--- config.mk ---
export PLATFORM = sky130hd
export DESIGN_NAME = pipe_hazard_ctrl
export DESIGN_NICKNAME = d
export VERILOG_FILES = /design/src/rtl/pipe_ctrl_pkg.sv /design/src/rtl/pipe_sat_cnt.sv /design/src/rtl/pipe_hazard_ctrl.sv
export SDC_FILE = /design/constraint.sdc
export NUM_CORES = 1
export LEC_CHECK = 0
export ABC_CLOCK_PERIOD_IN_PS = 1900
export CELL_PAD_IN_SITES_DETAIL_PLACEMENT = 1
export CELL_PAD_IN_SITES_GLOBAL_PLACEMENT = 2
export CORE_MARGIN = 2
export CORE_UTILIZATION = 18
export CTS_CLUSTER_SIZE = 14
export DETAILED_ROUTE_END_ITERATION = 16
export GPL_TIMING_DRIVEN = 1
export PLACE_DENSITY_LB_ADDON = 0.1
export SYNTH_ARGS = -nofsm -noshare
export SYNTH_HDL_FRONTEND = slang
export SYNTH_SLANG_ARGS = --single-unit
export TNS_END_PERCENT = 50
--- constraint.sdc ---
create_clock -name clk -period 1.9 [get_ports clk]
set_clock_uncertainty 0.15 [all_clocks]
set_input_delay 0.285 -clock clk [delete_from_list [all_inputs] [get_ports clk]]
set_output_delay 0.285 -clock clk [all_outputs]
set_load 0.05 [all_outputs]
--- src/rtl/pipe_ctrl_pkg.sv ---
// Shared types and defaults for the pipeline hazard controller.
package pipe_ctrl_pkg;

    localparam int unsigned REG_AW_DEF      = 5;
    localparam int unsigned MEM_TIMEOUT_DEF = 16;
    localparam int unsigned TO_W_DEF        = 5;
    localparam int unsigned ZERO_REG        = 0;

    typedef enum logic {
        RUN,
        MEMWAIT
    } state_t;

    typedef struct packed {
        logic pc_en;
        logic ifid_en;
        logic ifid_flush;
        logic idex_en;
        logic idex_flush;
        logic exmem_en;
        logic memwb_en;
    } ctrl_t;

    localparam ctrl_t CTRL_RUN    = 7'b1101011;
    localparam ctrl_t CTRL_STALL  = 7'b0000000;
    localparam ctrl_t CTRL_BRANCH = 7'b1111111;
    localparam ctrl_t CTRL_LDUSE  = 7'b0001111;

endpackage

--- src/rtl/pipe_sat_cnt.sv ---
// 32-bit saturating event counter with async active-low reset.
module pipe_sat_cnt (
    input  logic        clk,
    input  logic        reset,
    input  logic        inc,
    output logic [31:0] count
);

    always_ff @(posedge clk or negedge reset) begin
        if (!reset) begin
            count <= '0;
        end else if (inc && (count != '1)) begin
            count <= count + 32'd1;
        end
    end

endmodule

--- src/rtl/pipe_hazard_ctrl.sv ---
// Stall/flush control for the five-stage pipeline registers, with memory-wait watchdog.
// Optional performance counters are enabled by defining HAZ_PERF_CNT_EN.
module pipe_hazard_ctrl
    import pipe_ctrl_pkg::*;
#(
    parameter int unsigned REG_AW      = REG_AW_DEF,
    parameter int unsigned MEM_TIMEOUT = MEM_TIMEOUT_DEF,
    parameter int unsigned TO_W        = TO_W_DEF
) (
    input  logic              clk,
    input  logic              reset,
    input  logic [REG_AW-1:0] id_rs,
    input  logic [REG_AW-1:0] id_rt,
    input  logic              id_uses_rs,
    input  logic              id_uses_rt,
    input  logic              ex_mem_read,
    input  logic [REG_AW-1:0] ex_rd,
    input  logic              ex_branch_taken,
    input  logic              mem_req,
    input  logic              mem_ready,
    output logic              pc_en,
    output logic              ifid_en,
    output logic              ifid_flush,
    output logic              idex_en,
    output logic              idex_flush,
    output logic              exmem_en,
    output logic              memwb_en,
    output logic              mem_err
`ifdef HAZ_PERF_CNT_EN
    ,
    output logic [31:0]       stall_cnt,
    output logic [31:0]       flush_cnt
`endif
);

    state_t          state;
    logic [TO_W-1:0] wait_cnt;
    ctrl_t           ctrl;
    logic            load_use;
    logic            mem_miss;
    logic            timeout_hit;

    assign load_use = ex_mem_read && (ex_rd != REG_AW'(ZERO_REG)) &&
                      ((id_uses_rs && (id_rs == ex_rd)) ||
                       (id_uses_rt && (id_rt == ex_rd)));
    assign mem_miss    = mem_req && !mem_ready;
    assign timeout_hit = (wait_cnt == TO_W'(MEM_TIMEOUT - 1));

    always_comb begin
        ctrl = CTRL_RUN;
        case (state)
            RUN: begin
                if (mem_miss) begin
                    ctrl = CTRL_STALL;
                end else if (ex_branch_taken) begin
                    ctrl = CTRL_BRANCH;
                end else if (load_use) begin
                    ctrl = CTRL_LDUSE;
                end
            end
            MEMWAIT: begin
                // Completion and abandon both release the pipe; hazards re-evaluate next cycle.
                if (!mem_ready && !timeout_hit) begin
                    ctrl = CTRL_STALL;
                end
            end
            default: ctrl = CTRL_RUN;
        endcase
    end

    assign pc_en      = ctrl.pc_en;
    assign ifid_en    = ctrl.ifid_en;
    assign ifid_flush = ctrl.ifid_flush;
    assign idex_en    = ctrl.idex_en;
    assign idex_flush = ctrl.idex_flush;
    assign exmem_en   = ctrl.exmem_en;
    assign memwb_en   = ctrl.memwb_en;

    always_ff @(posedge clk or negedge reset) begin
        if (!reset) begin
            state    <= RUN;
            wait_cnt <= '0;
            mem_err  <= 1'b0;
        end else begin
            case (state)
                RUN: begin
                    if (mem_miss) begin
                        state    <= MEMWAIT;
                        wait_cnt <= TO_W'(1);
                    end
                end
                MEMWAIT: begin
                    if (mem_ready) begin
                        state    <= RUN;
                        wait_cnt <= '0;
                    end else if (timeout_hit) begin
                        mem_err  <= 1'b1;
                        state    <= RUN;
                        wait_cnt <= '0;
                    end else begin
                        wait_cnt <= wait_cnt + TO_W'(1);
                    end
                end
                default: begin
                    state    <= RUN;
                    wait_cnt <= '0;
                end
            endcase
        end
    end

`ifdef HAZ_PERF_CNT_EN
    logic stall_inc;
    logic flush_inc;

    assign stall_inc = (state == RUN) ? (mem_miss || (!ex_branch_taken && load_use))
                                      : (!mem_ready && !timeout_hit);
    assign flush_inc = (state == RUN) && !mem_miss && ex_branch_taken;

    pipe_sat_cnt u_stall_cnt (
        .clk   (clk),
        .reset (reset),
        .inc   (stall_inc),
        .count (stall_cnt)
    );

    pipe_sat_cnt u_flush_cnt (
        .clk   (clk),
        .reset (reset),
        .inc   (flush_inc),
        .count (flush_cnt)
    );
`endif

endmodule

==> results of run 1 <==
metrics by stage:
| stage | worst slack, ps | utilization | TNS [ps] |
|---|---|---|---|
| 5_1_grt | -322 | 0.372 | -1630 |
| 3_3_place_gp | -626 | 0.349 | -1870 |
| 2_1_floorplan | -186 | - | -353 |
| 6_report | -230 | 0.372 | -993 |
| 4_1_cts | -232 | 0.362 | -977 |
| 3_5_place_dp | -647 | 0.349 | -1950 |
power groups by stage:
stage	registers [µW]	logic (µW)	clock network (µW)
3_5_place_dp	169	226	0
5_1_grt	168	252	153
4_1_cts	167	229	143
3_3_place_gp	169	225	0
6_report	167	234	138
2_1_floorplan	170	104	0
cell type report:
cell class / instances / area share
Timing Repair Buffer: 41 / 0.378
Multi-Input combinational cell: 41 / 0.372
Sequential cell: 7 / 0.169
Tap cell: 31 / 0.0374
Clock buffer: 4 / 0.0254
Inverter: 5 / 0.0181
cell usage in the layout (no fill, tap or decap), types with 2 or more instances in the layout:
cell type,count
buf_4,14
clkdlybuf4s50_1,8
xor2_1,7
dfrtp_1,7
buf_2,5
buf_6,5
dlygate4sd2_1,4
buf_12,4
inv_1,3
nor2b_1,3
nand3_1,3
clkbuf_4,3
xor2_2,2
nor4_2,2
o21ai_0,2
inv_2,2
a22o_1,2
worst reg2reg max path: cells and delay by family (launching register included):
family | cells | cell delay (ps)
compound gates | 2 | 280
flops | 1 | 350
simple gates | 2 | 200
buf+inv | 1 | 180
fa+ha+maj | 1 | 190
synth_stat cells, types with 2 or more instances:
library cell	n
xor2_1	9
dfrtp_1	7
inv_1	5
buf_4	3
nand3_1	3
nor2b_1	3
a21oi_1	2
a22o_1	2
o21ai_0	2
xnor2_1	2
per-layer routing:
layer	GRT usage	up-vias
li1	-	283
met1	0.130	282
met2	0.166	18
met3	0.0290	0
met4	0.0598	0
met5	0	-
flip-flops by register name (all words and copies together) (netlist names):
register and count:
wait_cnt 5, mem_err 1, state 1
logic make-up (layout without fill, tap and decap cells):
family,Yosys count,in the layout,share of synthesized area
buffers and inverters,8,50,0.0782
and+or+nand+nor,14,14,0.175
xor gates and xnor gates,11,11,0.182
AOI/OAI and AO/OA,15,15,0.209
adders and majority gates,1,1,0.0237
DFF,7,7,0.332
timing repair:
| item | CTS | global route |
|---|---|---|
| gates resized for setup | 48 | 9 |
| setup endpoints to repair | 7 | 7 |
| pin swaps | 12 | 4 |
| setup buffers | 0 | 1 |
worst max path at each step:
| stage | endpoint | slack (ps) | depth (start not counted) | startpoint |
|---|---|---|---|---|
| after detailed placement | pc_en | -650 | 6 | ex_rd[3] |
| after CTS | pc_en | -230 | 6 | id_rs[1] |
| after global placement | pc_en | -630 | 6 | ex_rd[3] |
| after global routing | ifid_en | -320 | 6 | wait_cnt[0] |
| after floorplan | idex_flush | -190 | 4 | ex_rd[3] |
| final | pc_en | -230 | 5 | id_rs[0] |
==> metrics, run 1 <==
PD cells between 500 and 600 nW/µm²; P_int between 300 and 400 µW; total global routing overflow 0; Post-Layout Cell Count 129; WP buf/inv 2; routed vias/inst 4.52; crit path time final roughly 2100 ps; Area after DPL 970 µm²; max-slew violations 0; startpoint types input pin; met2 wire len 849 µm; area of the mapped netlist between 500 and 600 µm²; Final Cell Area roughly 1000 µm²; met3 wire len around 110 µm; post-synthesis sequential area ratio 0.332; Combinational Power Share 0.435; Max Clock Freq roughly 470 MHz; Flop pwr share 0.310; Clock Sinks 7; number of global-route vias before repair 589; PnR worst setup slack -230 ps; status finished with violations; Synth area leader dfrtp_1; largest net degree at the start of global routing 9; Reg area about 180 µm²; Largest stage delay, worst path about 500 ps; initial core utilization 0.190; Top Layer Used met3; power consumption 539 µW; Final Hold Viols 0; Yosys cell types 28; warnings from Yosys 0; Least-Margin Pin Slew approximately 420 ps; Clock power frac 0.256; CTS tree built; violated checks setup timing; CORE AREA between 2000 and 3000 µm²; routed vias approximately 600; P&R area growth vs syn 96.2%; final net count 123; Switching Share 0.333; Die Span Y a little under 60 µm; Die W between 50 and 60 µm; ordered list of cells on the worst path clkdlybuf4s50_1, xnor2_2, a32oi_2, o41a_4, buf_12; layout cell share with drive strength beyond 1 0.459; count of final setup violators 6; DP HPWL roughly 1.3 mm; slowest CP cell clkdlybuf4s50_1; RR Endpoint wait_cnt[3]; area of the multi-input gates around 390 µm²; wl on met1 a little over 700 µm; asr flop ratio synth 1.00; #FFs+latches synth 7; Tcrit/Tclk final 1.12; initial antenna violation count 0; CTS H-Tree Depth 1; Synth Flop Type dfrtp_1; routability cong. 0.699; Lkg Pwr ~0.00048 µW; IO Count 31; antenna-violating nets left 0; Crit path max-delay family buffers and inverters; Post-synth EDFFs 0; Worst EP required 1460 ps; Cells after DPL 124; final hold slack 145 ps; CTS root buf clkbuf_4; Synth Area per Inst approximately 9.4 µm²; reg-to-reg slack, setup around 440 ps; number of placement rows 19; Max Cap Viol 0; Post-Route WL between 1.5 and 2 mm; Max Fanout on Critical Path 2; total iterations of the first detailed-routing run 4; wire per inst 12.9 µm; Reg-to-Reg Start wait_cnt[0]; maximum vdd drop approximately 0.00027 V; ANT cells 0; top post-synthesis cells by area dfrtp_1, xor2_1, buf_4; Worst EP arrival 1690 ps; post-synth net total 80; drt first-iter violations 6; number of cells on the worst reg-to-reg path 6; Mapped Cells 56; clk buf depth 2; IO buf count 30; switching power ~180 µW; gr usage total 0.106; Worst-Skew Late Latency 250 ps; DRC Markers 0; RSZ-0062 raised after global routing true; min-delay worst type in2async; die area 3380 µm²; Rel. slew slack 0.721; CP Class in2out; area fraction of the dominant cell type after synthesis 0.332; global-route wire length before repair around 2.6 mm; Fillers between 300 and 400; TritonCTS buffer count 3; Clock transition at path regs 60 ps; # hold bufs at CTS 0; CP Capture Type output port
No activity file was read; power rests on OpenSTA's default activity.
==> run 2, diff against run 1 <==
REMOVE_ABC_BUFFERS = 1   (was default)
==> run 2 against run 1 <==
The flow still finishes with violations (setup timing). First-iteration DRC count fell by 33%. Largest cell class unchanged. Final area fell by 2.4%. Critical endpoint unchanged. Clock power barely moved. Sequential share of layout area rose by 0.42 points. Fmax fell by 1.2%. Via count rose by 1.9%. Worst hold slack improved by 2.7 ps. Largest power group unchanged. Total power fell by 2.1%. Die area did not move. Cell count rose by 4.7%. Register-to-register slack got worse by 280 ps. Clock-buffer cell count did not move.
==> metrics, run 2 (synthesis results as in run 1) <==
status finished with violations; violated checks setup timing; Critical Path Stages 6 (+1); TritonCTS buffer count 3 (unchanged); max reg flops 5 (unchanged); Post-Layout Cell Count 135 (+4.7%); initial core utilization 0.190 (unchanged); Lkg Pwr 0.000491 µW (+1.2%); number of cells on the worst reg-to-reg path 8 (+2); global-route wire length before repair 2.77 mm (+6.6%); Fillers 345 (+6.5%); CORE AREA 2780 µm² (unchanged); Flop pwr share 0.315 (+0.005); number of placement rows 19 (unchanged); startpoint types flop; DP HPWL 1.33 mm (-1.5%); routability cong. 0.728 (+4.1%); IO buf count 30 (unchanged); Worst EP arrival 1720 ps (+30 ps); initial antenna violation count 0 (unchanged); Switching Share 0.327 (-0.00585); ordered list of cells on the worst path ha_2, and4b_1, a211oi_2, inv_1, o41a_1, buf_12; Tcrit/Tclk final 1.13 (+0.0136); Cells after DPL 125 (+0.81%); # hold bufs at CTS 0 (unchanged); drt first-iter violations 4 (-2); most frequent cells in the layout buf_4, xor2_1, clkdlybuf4s50_1, buf_2, dfrtp_1; Clock transition at path regs 60 ps (about the same); Reg-to-Reg Start wait_cnt[0]; layout cell share with drive strength beyond 1 0.413 (-0.0457); largest net degree at the start of global routing 9 (unchanged); Reg area 175 µm² (unchanged); gr usage total 0.109 (+0.00339); P_int 355 µW (-1.2%); Max Clock Freq 464 MHz (-1.2%); min-delay worst type in2async; Rel. slew slack 0.720 (-0.00110); count of final setup violators 7 (+1); die area 3380 µm² (unchanged); Final Hold Viols 0 (unchanged); Clock Sinks 7 (unchanged); wire per inst 12.2 µm (-5.6%); Worst-Skew Late Latency 250 ps (about the same); clk buf depth 2 (unchanged); switching power 173 µW (-3.8%); Reg with most FFs wait_cnt; max-slew violations 0 (unchanged); IO Count 31 (unchanged); Die Span Y 58.2 µm (unchanged); RR Endpoint state; ANT cells 0 (unchanged); reg-to-reg slack, setup 160 ps (-280 ps); Max Fanout on Critical Path 3 (+1); Post-Route WL 1.65 mm (-1.2%); CTS H-Tree Depth 1 (unchanged); most common cell after layout, fill and taps aside buf_4; Largest stage delay, worst path 390 ps (-110 ps); number of global-route vias before repair 634 (+7.6%); area of the multi-input gates 333 µm² (-14%); Clock power frac 0.260 (+0.004); P&R area growth vs syn 91.5%; maximum vdd drop 0.000321 V (+19%); WP buf/inv 2 (unchanged); final net count 129 (+4.9%); Least-Margin Pin Slew 420 ps (+1.65 ps); Worst EP required 1460 ps (about the same); Regs by FF count wait_cnt: 5 flops, mem_err: 1 flops, state: 1 flops; Die W 58.2 µm (unchanged); PD cells 522 nW/µm² (+0.37%); Final Cell Area 1010 µm² (-2.4%); CTS root buf clkbuf_4; Crit path max-delay family compound AO/OA/AOI/OAI gates; routed vias 594 (+1.9%); CP Class reg2out; total iterations of the first detailed-routing run 4 (unchanged); slowest CP cell dfrtp_1; CP Capture Type output port; CTS tree built; crit path time final 2160 ps (+25.9 ps); DRC Markers 0 (unchanged); antenna-violating nets left 0 (unchanged); routed vias/inst 4.40 (-2.6%); Area after DPL 957 µm² (-1.3%); Combinational Power Share 0.425 (-0.010); total global routing overflow 0 (unchanged); PnR worst setup slack -255 ps (-25.9 ps); Max Cap Viol 0 (unchanged); RSZ-0062 raised after global routing true
==> run 2: repair_timing <==
item,CTS,global route
resized for setup,50,3
pin swaps,14,3
setup endpoints to repair,7,7
gates cloned,0,0
buffers inserted,5,1
==> run 2: layout make-up <==
class | instances | share of cell area
inverters | 5 | 0.0186
multi-input cells | 41 | 0.329
well taps | 31 | 0.0384
repair buffers | 47 | 0.415
flip-flops and latches | 7 | 0.173
clock buffers | 4 | 0.0260
==> run 2: how the worst max path moves through the flow <==
stage	to	from	slack [ps]
after floorplan	ifid_en	wait_cnt[0]	-1270
after global placement	pc_en	ex_rd[2]	-620
after detailed placement	ifid_en	ex_rd[3]	-640
after CTS	ifid_en	wait_cnt[0]	-270
after global routing	pc_en	wait_cnt[1]	-360
final	pc_en	wait_cnt[0]	-260
==> run 2: per-stage QoR <==
step	hold slack (ps)	utilization	power (µW)	setup TNS [ps]	setup slack, ps
final	148	0.363	528	-1220	-255
after global placement	295	0.344	388	-2120	-621
after detailed placement	299	0.344	389	-2150	-645
after global routing	162	0.363	570	-1960	-360
after CTS	159	0.363	538	-1300	-269
after floorplan	-161	-	261	-3940	-1270
==> run 2: power groups by stage <==
stage	clock network, µW	logic (µW)	registers, µW
global route	160	242	168
floorplan	0	91.8	170
finish	137	224	167
global placement	0	220	169
CTS	146	225	167
detailed placement	0	220	169
==> run 2: per-layer routing <==
layer | track usage | part of all wire
met4 | 0.0199 | 0
met2 | 0.175 | 0.47
met1 | 0.139 | 0.46
met5 | 0 | 0
met3 | 0.0446 | 0.067
